<file path="src/rtl/alu3_if.sv">
// alu3_if: operand/opcode strobe and registered result bus for the alu3
// signed arithmetic unit. The master drives en/S/A/B; the slave (alu3)
// returns R and its flags together with the vld pulse.
interface alu3_if;
    logic       en;
    logic [1:0] S;
    logic [2:0] A;
    logic [2:0] B;
    logic [4:0] R;
    logic       ZF;
    logic       SF;
    logic       DZF;
    logic       vld;

    modport master (
        output en, S, A, B,
        input  R, ZF, SF, DZF, vld
    );

    modport slave (
        input  en, S, A, B,
        output R, ZF, SF, DZF, vld
    );
endinterface

</file>
<file path="src/rtl/alu3.sv">
// alu3: 3-bit signed add/divide/multiply/subtract unit with a registered
// 5-bit signed result, zero/sign/divide-by-zero flags and a vld pulse.
// Latency is one cycle from an en strobe.
//
// Build option: define ALU_SAT_EN to saturate results outside -16..15
// (only -4 * -4 = +16 can reach this); left undefined, results wrap to the
// low 5 bits.
module alu3 (
    input  logic  clk,
    input  logic  rst_n,
    alu3_if.slave bus
);

    typedef enum logic [1:0] {
        OP_ADD = 2'b00,
        OP_DIV = 2'b01,
        OP_MUL = 2'b10,
        OP_SUB = 2'b11
    } op_e;

    op_e op;

    // 6-bit working width: wide enough for every raw result (-12..16)
    // so overflow can be detected before narrowing to 5 bits.
    logic signed [5:0] a_w;
    logic signed [5:0] b_w;
    logic signed [5:0] sum_w;
    logic signed [5:0] diff_w;
    logic signed [5:0] prod_w;
    logic signed [5:0] quot_w;
    logic signed [5:0] raw_w;

    // Divider working signals (operates on magnitudes).
    logic [2:0] mag_a;
    logic [2:0] mag_b;
    logic [2:0] div_rem;
    logic [2:0] div_quo;
    logic [2:0] div_sh;
    logic       quot_neg;
    logic       div_zero;

    // Narrowed result and flags for the current operands.
    logic [4:0] res;
    logic       res_zf;
    logic       res_sf;

    // Output registers.
    logic [4:0] r_d,   r_q;
    logic       zf_d,  zf_q;
    logic       sf_d,  sf_q;
    logic       dzf_d, dzf_q;
    logic       vld_d, vld_q;

    assign op = op_e'(bus.S);

    // Sign-extend operands and form the add/sub/mul candidates.
    always_comb begin
        a_w    = {{3{bus.A[2]}}, bus.A};
        b_w    = {{3{bus.B[2]}}, bus.B};
        sum_w  = a_w + b_w;
        diff_w = a_w - b_w;
        prod_w = a_w * b_w;
    end

    // Truncating division: restoring divide of the magnitudes, then apply
    // the sign, which gives round-toward-zero for free. mag of -4 is 3'b100.
    always_comb begin
        mag_a    = bus.A[2] ? (~bus.A + 3'd1) : bus.A;
        mag_b    = bus.B[2] ? (~bus.B + 3'd1) : bus.B;
        quot_neg = bus.A[2] ^ bus.B[2];
        div_zero = (bus.B == 3'd0);
        div_rem  = '0;
        div_quo  = '0;
        div_sh   = mag_a;
        for (int unsigned i = 0; i < 3; i++) begin
            // Partial remainder is always < mag_b <= 4, so its top bit is
            // clear and the shift cannot lose information.
            div_rem = {div_rem[1:0], div_sh[2]};
            div_sh  = {div_sh[1:0], 1'b0};
            if (div_rem >= mag_b) begin
                div_rem = div_rem - mag_b;
                div_quo = {div_quo[1:0], 1'b1};
            end else begin
                div_quo = {div_quo[1:0], 1'b0};
            end
        end
        quot_w = quot_neg ? -$signed({3'b000, div_quo}) : $signed({3'b000, div_quo});
    end

    // Select the raw result by opcode, then narrow it to 5 bits.
    always_comb begin
        raw_w = '0;
        unique case (op)
            OP_ADD: raw_w = sum_w;
            OP_DIV: raw_w = div_zero ? 6'sd0 : quot_w;
            OP_MUL: raw_w = prod_w;
            OP_SUB: raw_w = diff_w;
            default: raw_w = '0;
        endcase
`ifdef ALU_SAT_EN
        if (raw_w > 6'sd15) begin
            res = 5'b01111;
        end else if (raw_w < -6'sd16) begin
            res = 5'b10000;
        end else begin
            res = raw_w[4:0];
        end
`else
        res = raw_w[4:0];
`endif
    end

    // Flags on the final result; a divide by zero forces them clear.
    always_comb begin
        res_zf = 1'b0;
        res_sf = 1'b0;
        if (!(op == OP_DIV && div_zero)) begin
            res_zf = (res == 5'd0);
            res_sf = res[4];
        end
    end

    // Next-state: capture on en, otherwise hold; vld follows en.
    always_comb begin
        r_d   = r_q;
        zf_d  = zf_q;
        sf_d  = sf_q;
        dzf_d = dzf_q;
        vld_d = bus.en;
        if (bus.en) begin
            r_d   = res;
            zf_d  = res_zf;
            sf_d  = res_sf;
            dzf_d = (op == OP_DIV) && div_zero;
        end
    end

    // Output registers with asynchronous clear.
    always_ff @(posedge clk or negedge rst_n) begin
        if (!rst_n) begin
            r_q   <= '0;
            zf_q  <= 1'b0;
            sf_q  <= 1'b0;
            dzf_q <= 1'b0;
            vld_q <= 1'b0;
        end else begin
            r_q   <= r_d;
            zf_q  <= zf_d;
            sf_q  <= sf_d;
            dzf_q <= dzf_d;
            vld_q <= vld_d;
        end
    end

    assign bus.R   = r_q;
    assign bus.ZF  = zf_q;
    assign bus.SF  = sf_q;
    assign bus.DZF = dzf_q;
    assign bus.vld = vld_q;

endmodule

</file>
<file path="src/flat_wrapper.sv">
// flat-port wrapper written by rule: the top's interface ports become plain ports
module alu3_flat 
  (clk, rst_n, bus_en, bus_S, bus_A, bus_B, bus_R, bus_ZF, bus_SF, bus_DZF, bus_vld);
  alu3_if bus_i ();
  input  logic clk;
  input  logic rst_n;
  input wire logic [$bits(bus_i.en)-1:0] bus_en;
  input wire logic [$bits(bus_i.S)-1:0] bus_S;
  input wire logic [$bits(bus_i.A)-1:0] bus_A;
  input wire logic [$bits(bus_i.B)-1:0] bus_B;
  output wire logic [$bits(bus_i.R)-1:0] bus_R;
  output wire logic [$bits(bus_i.ZF)-1:0] bus_ZF;
  output wire logic [$bits(bus_i.SF)-1:0] bus_SF;
  output wire logic [$bits(bus_i.DZF)-1:0] bus_DZF;
  output wire logic [$bits(bus_i.vld)-1:0] bus_vld;
  assign bus_i.en = bus_en;
  assign bus_i.S = bus_S;
  assign bus_i.A = bus_A;
  assign bus_i.B = bus_B;
  assign bus_R = bus_i.R;
  assign bus_ZF = bus_i.ZF;
  assign bus_SF = bus_i.SF;
  assign bus_DZF = bus_i.DZF;
  assign bus_vld = bus_i.vld;
  alu3 u_core (.clk(clk), .rst_n(rst_n), .bus(bus_i));
endmodule
</file>
<file path="config.mk">
export PLATFORM = sky130hd
export DESIGN_NAME = alu3_flat
export DESIGN_NICKNAME = d
export VERILOG_FILES = /design/src/rtl/alu3_if.sv /design/src/rtl/alu3.sv /design/src/flat_wrapper.sv
export SDC_FILE = /design/constraint.sdc
export NUM_CORES = 1
export LEC_CHECK = 0
export CELL_PAD_IN_SITES_DETAIL_PLACEMENT = 1
export CELL_PAD_IN_SITES_GLOBAL_PLACEMENT = 1
export CORE_UTILIZATION = 25
export CTS_CLUSTER_SIZE = 8
export DETAILED_ROUTE_END_ITERATION = 7
export GPL_TIMING_DRIVEN = 0
export PLACE_DENSITY_LB_ADDON = 0.05
export SLEW_MARGIN = 20
export SYNTH_ARGS = -nofsm -noshare
export SYNTH_HDL_FRONTEND = slang
export SYNTH_SLANG_ARGS = --single-unit
</file>
<file path="constraint.sdc">
create_clock -name clk -period 0.8 [get_ports clk]
set_input_delay 0.08 -clock clk [delete_from_list [all_inputs] [get_ports clk]]
set_output_delay 0.08 -clock clk [all_outputs]
set_load 0.02 [all_outputs]
</file>
==> summary.md, run 1 <==
| Metric | Value |
|---|---|
| Status | finished with violations |
| Failing checks | setup timing |
| CP max stage cell | ha_4 |
| Total CTS buffers | 3 |
| Die Height | 73.28 um |
| Routability cong. | 0.7507 |
| Root buf cell | clkbuf_8 |
| Final core utilization | 46.42% |
| Routed len/inst | 16.27 um |
| Met2 usage in global routing | 32.82% |
| Worst path required time | 930 ps |
| I/O Buffers | 19 |
| Int Pwr | 1.957 mW |
| Max cap viols | 0 |
| Achievable clock frequency | 259.8 MHz |
| Clock power frac | 16.8% |
| Worst-path clk slew | 40 ps |
| Total negative slack | -19,120 ps |
| Mapped Nets | 184 |
| Crit path time final | 3849 ps |
| CP Capture Type | flop |
| Area Overhead vs Synth | 76.06% |
| LEAKAGE | 1.014 nW |
| Synth top cells by count | ha_1 (18), inv_1 (18), nor2_1 (14), dfrtp_1 (9), nand2_1 (9) |
| Critical Path Fanout Max | 2 |
| Crit path kind | in -> reg |
| First-pass GRT wire length | 7410 um |
| Worst Hold Class | in -> async |
| Largest delay contributor family on the critical path | buffers and inverters |
| Mapped Area | 1270 um2 |
| Sequential share of power | 18.5% |
| Area share of the largest cell type after synthesis | 17.73% |
| Synth warn | 0 |
| Pre-CTS setup slack | -4506 ps |
| # setup viols final | 17 |
| Initial Util | 26.36% |
| Drc violations | 0 |
| Most frequent CP cell | buf_4 |
| Slew Viols, Final | 0 |
| VDD IR max | 0.0007397 V |
| Die width | 73.28 um |
| Fillers | 571 |
| Fin. Hold Viols | 0 |
| Layout cell share with drive strength beyond 1 | 48.61% |
| HPWL Detailed | 3135 um |
| Max clock buf depth | 2 |
| # diodes | 0 |
| Main synth FF type | dfrtp_1 |
| Net Switching | 1.172 mW |
| Final setup margin | -3049 ps |
| Seq/Total Area, Yosys | 17.73% |
| CP bufs+invs | 18 |
| Crit path from | bus_A[1] |
| Clock sinks | 9 |
| Pwr dens | 1399 nW/um2 |
| Antenna Nets Post-Route | 0 |
| Worst-margin pin slew | 530.2 ps |
| Site row count | 25 |
| Slowest stage delay, CP | 260 ps |
| Crit Reg-Reg Startpoint | u_core.bus.SF |
| Async SR Flop Fraction | 100.0% |
| Hold_buf cts | 0 |
| PnR Total Power | 3.129 mW |
| Setup Skew | 0 ps |
| Vias in the first global route | 1,493 |
| Post-synth EDFFs | 0 |
| Syn_area_per_cell | 8.466 um2 |
| Largest net degree at the start of global routing | 11 |
| Combinational fraction of design power | 64.7% |
| Crit path launch type | primary input |
| Cell taking the most area after synthesis | dfrtp_1 |
| Via count | 1,344 |
| GRT Util Overall | 18.12% |
| Die area | 5369 um2 |
| Ranking of synthesized cells by area | dfrtp_1 (18%), ha_1 (18%), fa_1 (7.9%), inv_1 (5.3%), nor2_1 (4.1%) |
| Gr busiest metal | met2 |
| Clk_lat worst skew | 230 ps |
| CTS tree | done |
| Grt ovf | 0 |
| Met1 Track Usage GR | 23.28% |
| Final worst path period share | 481.2% |
| Met3 usage | 2.606% |
| Syn Inst Count | 150 |
| Register bit total from synthesis | 9 |
| Fin nets | 251 |
| Routed WL | 4605 um |
| Sw Ratio | 37.44% |
| IO Pins | 20 |
| Core area | 4817 um2 |
| RSZ-0062 raised after global routing | yes |
| TritonRoute pass-1 iters | 4 |
| WP data arrival | 3980 ps |
| Vias per cell | 4.749 |
| Synth unique cells | 46 |
| Htree depth | 1 |
| Initial DRC count | 27 |
| Slew margin rel. | 64.65% |
| Initial antenna violation count | 0 |
-- registers in the layout (all words and copies together), names as in the netlist --
name,cells
u_core.bus.ZF,1
u_core.bus.DZF,1
u_core.bus.vld,1
u_core.bus.SF,1
u_core.bus.R,5
-- layout make-up --
type	instances	area, um2	share of cell area, %
repair buffers	62	556.8	24.90
multi-input cells	116	1159	51.82
well taps	67	83.83	3.749
clock buffers	4	45.04	2.015
plain buffers	6	67.56	3.022
flip-flops and latches	9	225.2	10.07
inverters	19	98.84	4.421
-- metal layers --
layer,vias to the layer above,share of wire (%)
met4,0,0.37
met2,21,52
met5,-,0
met1,663,45
met3,2,2.0
li1,658,-
-- timing repair --
item                                    4_1_cts  5_1_grt
resized for setup                           111       19
pin swaps                                    20        6
endpoints found under the setup margin       17       17
gates cloned                                  0        0
setup buffers                                34        9
hold endpoints to repair                      0        0
-- placed cells by master, fill, tap and decap left out, types with 5 or more instances in the layout --
master,instances
nand2_1,8
dfrtp_1,9
a21oi_1,7
ha_4,6
buf_6,15
clkbuf_8,6
fa_1,5
buf_4,39
nor2_1,13
inv_1,14
ha_1,12
-- per-stage QoR --
| step | hold WS (ps) | std cells | instance area [um2] |
|---|---|---|---|
| after floorplan | -215.6 | 150 | 1400 |
| after global placement | 393.5 | 236 | 1674 |
| after detailed placement | 413.9 | 236 | 1674 |
| after CTS | 166.8 | 274 | 2100 |
| after global routing | 179.4 | 283 | 2236 |
| final | 153.0 | 283 | 2236 |
-- worst register-to-register path: cells and delay by family, from the launching register on --
kind	cells	cell delay, ps
buffers and inverters	1	130
DFF	1	390
AOI/OAI and AO/OA	1	170
-- cell families after synthesis --
kind of cell	after synthesis	synth area share [%]
adder cells (fa/ha/maj)	23	25.62
AO/OA/AOI/OAI	36	20.49
AND/OR/NAND/NOR	45	18.92
XOR/XNOR	6	4.138
buffers and inverters	25	8.077
flip-flops	9	17.73
multiplexers	6	5.025
-- power by group through the flow --
stage,logic [mW],clock network [mW],registers (mW)
after floorplan,0.822,0,0.656
after global placement,1.35,0,0.566
after detailed placement,1.38,0,0.575
after CTS,1.88,0.537,0.578
after global routing,2.20,0.554,0.588
final,2.02,0.525,0.580
-- final timing paths --
check / to / slack, ps / depth (start not counted)
max: u_core.bus.ZF / -3050 / 30
min: u_core.bus.vld / 150 / 1
max reg2reg: u_core.bus.SF / -10 / 2
min reg2reg: u_core.bus.R[4] / 500 / 1
max in group asynchronous: u_core.bus.ZF / 360 / 1
min in group clk: u_core.bus.vld / 200 / 1
Note: power is estimated with default switching activity, not from simulation.
==> run 2, diff against run 1 <==
--- a/config.mk
+++ b/config.mk
@@ -11,7 +11,9 @@
 export CTS_CLUSTER_SIZE = 8
 export DETAILED_ROUTE_END_ITERATION = 7
 export GPL_TIMING_DRIVEN = 0
-export PLACE_DENSITY_LB_ADDON = 0.05
+export HOLD_SLACK_MARGIN = 0.15
+export PLACE_DENSITY = 0.5
+export SKIP_CTS_REPAIR_TIMING = 1
 export SLEW_MARGIN = 20
 export SYNTH_ARGS = -nofsm -noshare
 export SYNTH_HDL_FRONTEND = slang
==> run 2 against run 1 <==
The run still ends with setup timing left. Maximum frequency is 0.55% higher. Utilization shrank 4.0 points. Worst setup slack gained 21 ps. Total power shrank 7.5%. Clock skew is the same. Sequential power about the same. Register-to-register slack improved by 30 ps. Die area did not move.
==> summary.md, run 2 (synthesis gave the netlist of run 1 again) <==
| Metric | Value |
|---|---|
| PnR Total Power | 2.894 mW (-7.5%) |
| Die Height | 73.28 um (unchanged) |
| CTS tree | done |
| Grt ovf | 0 (unchanged) |
| Pre-CTS setup slack | -4396 ps (+109.5 ps) |
| Fillers | 575 (+0.70%) |
| Slowest stage delay, CP | 310 ps (+50 ps) |
| Htree depth | 1 (unchanged) |
| Crit path kind | in -> reg |
| # setup viols final | 16 (-1) |
| Routability cong. | 0.7442 (-0.87%) |
| Critical Path Fanout Max | 7 (+5) |
| Routed len/inst | 14.59 um (-10%) |
| Total CTS buffers | 3 (unchanged) |
| I/O Buffers | 19 (unchanged) |
| Most frequent cells in the layout | buf_4 (28), inv_1 (15), nor2_1 (14), ha_1 (13), buf_6 (12) |
| Initial Util | 26.36% (unchanged) |
| Slew Viols, Final | 0 (unchanged) |
| Via count | 1,270 (-5.5%) |
| Max clock buf depth | 2 (unchanged) |
| Status | finished with violations |
| Pwr dens | 1416 nW/um2 (+1.2%) |
| Layout cell share with drive strength beyond 1 | 41.71% (-6.9 points) |
| Met2 usage in global routing | 27.06% (-5.8 points) |
| Crit path time final | 3828 ps (-20.98 ps) |
| CP bufs+invs | 3 (-15) |
| Worst path required time | 930 ps (about the same) |
| First-pass GRT wire length | 5975 um (-19%) |
| Final core utilization | 42.42% (-4.0 points) |
| # diodes | 0 (unchanged) |
| Total negative slack | -19,220 ps (-98.00 ps) |
| Met3 usage | 1.235% (-1.4 points) |
| Root buf cell | clkbuf_8 |
| TritonRoute pass-1 iters | 4 (unchanged) |
| Largest net degree at the start of global routing | 11 (unchanged) |
| IO Pins | 20 (unchanged) |
| Vias in the first global route | 1,268 (-15%) |
| Worst-margin pin slew | 476.3 ps (-53.84 ps) |
| Setup Skew | 0 ps (unchanged) |
| Max cap viols | 0 (unchanged) |
| Commonest non-fill, non-tap cell in the layout | buf_4 |
| Area Overhead vs Synth | 60.89% |
| Die area | 5369 um2 (unchanged) |
| Achievable clock frequency | 261.2 MHz (+0.55%) |
| Met1 Track Usage GR | 18.43% (-4.8 points) |
| WP data arrival | 3960 ps (-20 ps) |
| CP Capture Type | flop |
| Max reg flops | 5 (unchanged) |
| Clock sinks | 9 (unchanged) |
| CP max stage cell | nor3_2 |
| Routed WL | 3881 um (-16%) |
| LEAKAGE | 0.9196 nW (-9.3%) |
| Crit path launch type | primary input |
| Vias per cell | 4.774 (+0.53%) |
| Clk_lat worst skew | 220 ps (about the same) |
| RSZ-0062 raised after global routing | yes |
| Gr busiest metal | met2 |
| Largest delay contributor family on the critical path | adder cells |
| Failing checks | setup timing |
| Worst Hold Class | in -> async |
| Worst-path cell chain | buf_4 -> clkinvlp_4 -> ha_4 -> nor3b_4 -> o21ai_4 -> nor2_1 -> ha_1 -> o21ai_2 -> a311oi_2 -> nor3_2 -> buf_4 -> o211ai_1 -> ha_1 -> a21o_1 -> a31oi_4 -> ha_4 -> ha_4 -> or2_4 -> o211ai_1 -> o22ai_2 -> nor2_1 -> nand3_1 -> o32ai_2 |
| Final setup margin | -3028 ps (+20.98 ps) |
| Worst-path clk slew | 40 ps (about the same) |
| HPWL Detailed | 3036 um (-3.2%) |
| Fin. Hold Viols | 0 (unchanged) |
| Final worst path period share | 478.5% (-2.6 points) |
| Fin nets | 234 (-6.8%) |
| GRT Util Overall | 14.68% (-3.4 points) |
| Initial antenna violation count | 0 (unchanged) |
| Core area | 4817 um2 (unchanged) |
| VDD IR max | 0.0004474 V (-40%) |
| Most frequent CP cell | ha_4 |
| Antenna Nets Post-Route | 0 (unchanged) |
| Slew margin rel. | 68.24% (+3.6 points) |
| Die width | 73.28 um (unchanged) |
| Drc violations | 0 (unchanged) |
| Site row count | 25 (unchanged) |
| Initial DRC count | 29 (+7.4%) |
## run 2: cell types whose count changed in the layout (fill, tap and decap cells not counted), moves of 2 or more
cell             previous run  this run
buf_4                      39        28
buf_6                      15        12
clkbuf_8                    6         3
clkdlybuf4s50_1             1         4
clkbuf_4                    0         2
dlygate4sd2_1               2         0
## run 2: final cells by class
cell class	count	area (um2)	area share (%)
multi-input cells	116	1134	55.48
clock buffers	4	45.04	2.205
flip-flops and latches	9	225.2	11.02
repair buffers	45	404.1	19.78
plain buffers	6	52.55	2.572
inverters	19	98.84	4.838
well taps	67	83.83	4.103
## run 2: final timing paths
path,endpoint,depth (start not counted),slack [ps],from
max,u_core.bus.ZF,23,-3030,bus_B[1]
min,u_core.bus.ZF,1,150,rst_n
max reg2reg,u_core.bus.R[3],2,20,u_core.bus.R[3]
min reg2reg,u_core.bus.R[4],1,490,u_core.bus.R[4]
max in group asynchronous,u_core.bus.R[2],1,380,rst_n
min in group clk,u_core.bus.vld,1,430,bus_en
## run 2: metal layers
metal  share of wire, %  vias to the layer above
li1                   -                      625
met1                 45                      626
met2                 53                       17
met3                1.7                        2
met4               0.21                        0
met5                  0                        -
## run 2: through the flow
stage                     hold slack, ps  instance area (um2)  std cells
after detailed placement           395.8                 1674        236
after global placement             399.4                 1674        236
final                              146.5                 2043        266
after CTS                          155.9                 1719        240
after global routing               182.2                 2043        266
after floorplan                   -215.6                 1400        150
## run 2: power by group
part           switching [mW]  total [mW]  internal (mW)  leakage, nW
logic                   0.866        1.82          0.949        0.787
clock network           0.156       0.502          0.345       0.0228
registers              0.0494       0.577          0.528        0.109
total                    1.07        2.89           1.82        0.920
